$ cat config.mk
export PLATFORM = sky130hd
export DESIGN_NAME = branch_pc_unit
export DESIGN_NICKNAME = d
export VERILOG_FILES = /design/src/rtl/branch_pc_unit.sv
export SDC_FILE = /design/constraint.sdc
export NUM_CORES = 1
export LEC_CHECK = 0
export CORE_MARGIN = 10
export CORE_UTILIZATION = 50
export DETAILED_ROUTE_END_ITERATION = 16
export PLACE_DENSITY = 0.82
export SYNTH_ARGS = -nofsm -noshare
export SYNTH_HDL_FRONTEND = slang
export SYNTH_SLANG_ARGS = --single-unit
$ cat constraint.sdc
create_clock -name clk -period 4.4 [get_ports clk]
set_clock_uncertainty 0.1 [all_clocks]
set_input_delay 1.32 -clock clk [delete_from_list [all_inputs] [get_ports clk]]
set_output_delay 1.32 -clock clk [all_outputs]
set_load 0.05 [all_outputs]
$ cat src/rtl/branch_pc_unit.sv
// branch_pc_unit: PC register with branch/jump resolution and stall-pending redirect (in: stall, id_valid, is_beq/bne/jump, equal, pc_plus4_id, imm_id, jump_index; out: pc, pc_plus4, flush, redirect_count)
module branch_pc_unit #(
  parameter logic [31:0] RESET_PC = 32'h0000_0000
) (
  input  logic        clk,
  input  logic        reset,
  input  logic        stall,
  input  logic        id_valid,
  input  logic        is_beq,
  input  logic        is_bne,
  input  logic        is_jump,
  input  logic        equal,
  input  logic [31:0] pc_plus4_id,
  input  logic [15:0] imm_id,
  input  logic [25:0] jump_index,
  output logic [31:0] pc,
  output logic [31:0] pc_plus4,
  output logic        flush,
  output logic [15:0] redirect_count
);
  typedef enum logic {IDLE, PENDING} state_t;
  state_t state, state_nxt;
  logic [31:0] pend_target, pend_nxt, target, pc_nxt;
  logic dec_taken;
  always_comb begin
    dec_taken = id_valid & (is_jump | (is_beq & ~is_bne & equal) | (is_bne & ~is_beq & ~equal));
    target = is_jump ? {pc_plus4_id[31:28], jump_index, 2'b00}
                     : pc_plus4_id + {{14{imm_id[15]}}, imm_id, 2'b00};
    pc_plus4 = pc + 32'd4;
    flush = ~reset & ~stall & ((state == PENDING) | dec_taken);
    state_nxt = state;
    pend_nxt = pend_target;
    pc_nxt = pc;
    if (state == PENDING) begin
      pc_nxt = stall ? pc : pend_target;
      state_nxt = stall ? PENDING : IDLE;
    end else if (!stall) begin
      pc_nxt = dec_taken ? target : pc_plus4;
    end else if (dec_taken) begin
      pend_nxt = target;
      state_nxt = PENDING;
    end
  end
  always_ff @(posedge clk or posedge reset) begin
    if (reset) begin
      state <= IDLE;
      pc <= RESET_PC;
      pend_target <= 32'd0;
      redirect_count <= 16'd0;
    end else begin
      state <= state_nxt;
      pc <= pc_nxt;
      pend_target <= pend_nxt;
      redirect_count <= redirect_count + 16'(flush);
    end
  end
endmodule

==> results.toml <==
[clock_tree]
cts_setup_buffers = 0
cts_tree = "yes"
clk_latency_ns = 0.34
clock_path_buffers = 2
cts_sinks = 81
path_clk_slew_ns = 0.06
cts_root_buf = "clkbuf_16"
cts_hold_buf = 0
cts_max_level = 3
cts_buffers = 9

[timing]
setup_viol = 0
holdWs_ns = 0.376
fin_crit_ns = 4.31
fin_crit_sh = 0.980
hold_viol_final = 0
drv_slew = 0
max_freq_ghz = 0.232
tightest_slew_ns = 1.03
slew_headroom = 0.314

[place]
hpwl_mm = 15.3
port_buffers = 162
place.gp.congestion = 0.889
placed_area_um2 = 7890

[synth]
synthAdderAreaFrac = 0.0698
ys.flop_type = "dfrtp_1"
ys_top_cells_by_area = "dfrtp_1 34%, xnor2_1 6.7%, ha_1 6.7%"
synth_fp_nets = 836
postSynthCellCount = 721
synth_most_common_cell = "nand2_1"
synth_edf_count = 0
seq_area_frac_synth = 0.337
synth_area_um2 = 6020
yosys_warnings = 0
avgSynthCellArea_um2 = 8.35
ys_seq_elements = 81
ys_types = 68
yosys.area_share.simple = 0.201
synth_top_area_frac = 0.337
synthTopCellsByCount = "99 x nand2_1, 81 x dfrtp_1, 58 x o21ai_0, 57 x a21oi_1, 50 x nor2_1"
synth_top_family_by_area = "compound AO/OA/AOI/OAI gates"
synth_compound_area_frac = 0.229
synth_async_sr_flop_share = 1.00
synth_xor_area_frac = 0.0960
synth_area_leader_cell = "dfrtp_1"
muxShareOfSynthArea = 0.0291

[worst_setup_path]
crit_type = "register to output pin"
rrSetupSlack_ns = 1.54
worst_ep_arrival_time_ns = 2.89
start_kind = "register"
required_ns = 2.98
end_kind = "output pin"
cp_max_fo = 6

[routing]
drt-initial-drc-count = 536
final_antenna_net_count = 0
wirelength_mm = 19.6
drc = 0
wl_per_cell_um = 19.0
vias = 6164
first_pass_iters = 7
via_per_inst = 5.97

[global_route]
grt-ovfl-total = 0
antenna_found_initial = 0
track_usage = 0.227
grt_pass1_vias = 6160
grt_max_degree = 79
grt_first_pass_wirelength_mm = 31.1

[layout]
nets = 995
final_util = 0.688
n_antenna_cell = 0
area_growth_syn_to_layout_pct = 36.2
drive_gt1_frac = 0.0915
stdcell_area_um2 = 8200

[floorplan]
die_height_um = 130
row_count = 40
ios = 163
die_w_um = 130
start_util = 0.505
die_area_um2 = 16800
core_um2 = 11900

[power]
powerDensity_nw_per_um2 = 432
peakVddDrop_mv = 0.206
leakage_nw = 3.58

[min_path]
hp-class = "register to register"

[status]
run_status = "finished clean"

[job]
drv_cap = 0
[sequential cells by signal (all words and copies together) (netlist names)]
signal          cells
pc                 32
pend_target        32
redirect_count     16
state               1
[placed cells by master, fill, tap and decap left out, drive strengths merged, types with 5 or more instances in the layout]
cell type,synthesis,final
a21oi,58,58
nand3,19,19
nand4,11,11
nor2,50,50
dfrtp,81,81
nand2,99,99
o21bai,7,7
nor3b,5,5
a221o,5,5
and2,6,6
clkdlybuf4s50,0,143
xor2,20,20
a31oi,7,7
nor3,17,17
ha,32,32
and3,17,17
a211oi,10,10
o21ai,59,59
buf,7,46
o31ai,5,5
xnor2,46,46
clkbuf,36,10
a21o,11,11
o211ai,7,7
inv,15,17
mux2i,13,13
[layer usage]
layer	vias to the layer above	routed length (µm)	global-route usage
met5	-	0	0
met4	0	495	0.0933
met3	37	1680	0.0402
met2	304	9350	0.376
met1	2886	8040	0.286
li1	2937	-	-
[final cells by class]
cell class | instances | area, µm²
clock buffers | 10 | 239
flip-flops and latches | 81 | 2030
multi-input cells | 582 | 3810
clock inverters | 6 | 48.8
inverters | 15 | 57.6
well taps | 147 | 184
repair buffers | 191 | 1840
fillers | 965 | 3710
[per-stage QoR]
step	power (W)	setup TNS, ns	cells	setup slack, ns
after detailed placement	0.00282	-0.295	1016	-0.155
after global routing	0.00370	-0.00114	1032	-0.00114
after floorplan	0.00218	0	721	0.0202
after global placement	0.00278	0	1016	0.0238
after CTS	0.00354	0	1032	0.0154
final	0.00354	0	1032	0.0890
[worst paths after layout]
kind                                              from                           end  depth (start not counted)
max                                  pc[2]$_DFFE_PP0N_                  pc_plus4[10]                          6
min                        pend_target[15]$_DFFE_PP0P_   pend_target[15]$_DFFE_PP0P_                          2
max reg2reg                          pc[2]$_DFFE_PP0N_            pc[28]$_DFFE_PP0N_                         10
min reg2reg                pend_target[15]$_DFFE_PP0P_   pend_target[15]$_DFFE_PP0P_                          2
max in group asynchronous                        reset  redirect_count[15]$_DFF_PP0_                          3
min in group asynchronous                        reset    pend_target[1]$_DFFE_PP0P_                          2
[cell families after synthesis]
| logic type | count (synthesis) |
|---|---|
| AOI/OAI and AO/OA | 214 |
| xor gates and xnor gates | 66 |
| adders and majority gates | 33 |
| buffers and inverters | 58 |
| DFF | 81 |
| muxes | 17 |
| and+or+nand+nor | 252 |
[power by group]
part	switching, W	internal (W)	leakage (nW)
registers	0.000172	0.000902	1.01
clock network	0.000317	0.000405	0.144
logic	0.00111	0.000633	2.43
total	0.00160	0.00194	3.58
[critical path, stage by stage, from the launching register on]
cell and delay, ns:
dfrtp_1 0.47, ha_1 0.23, nand3_1 0.18, nor3_1 0.29, and3_1 0.23, xor2_1 0.28, clkdlybuf4s50_1 0.87
[what timing repair did]
action | 4_1_cts | 5_1_grt
hold endpoints to repair | 0 | 0
endpoints found under the setup margin | 0 | 10
gates resized for setup | 0 | 5
(Power assumes the default switching activity.)
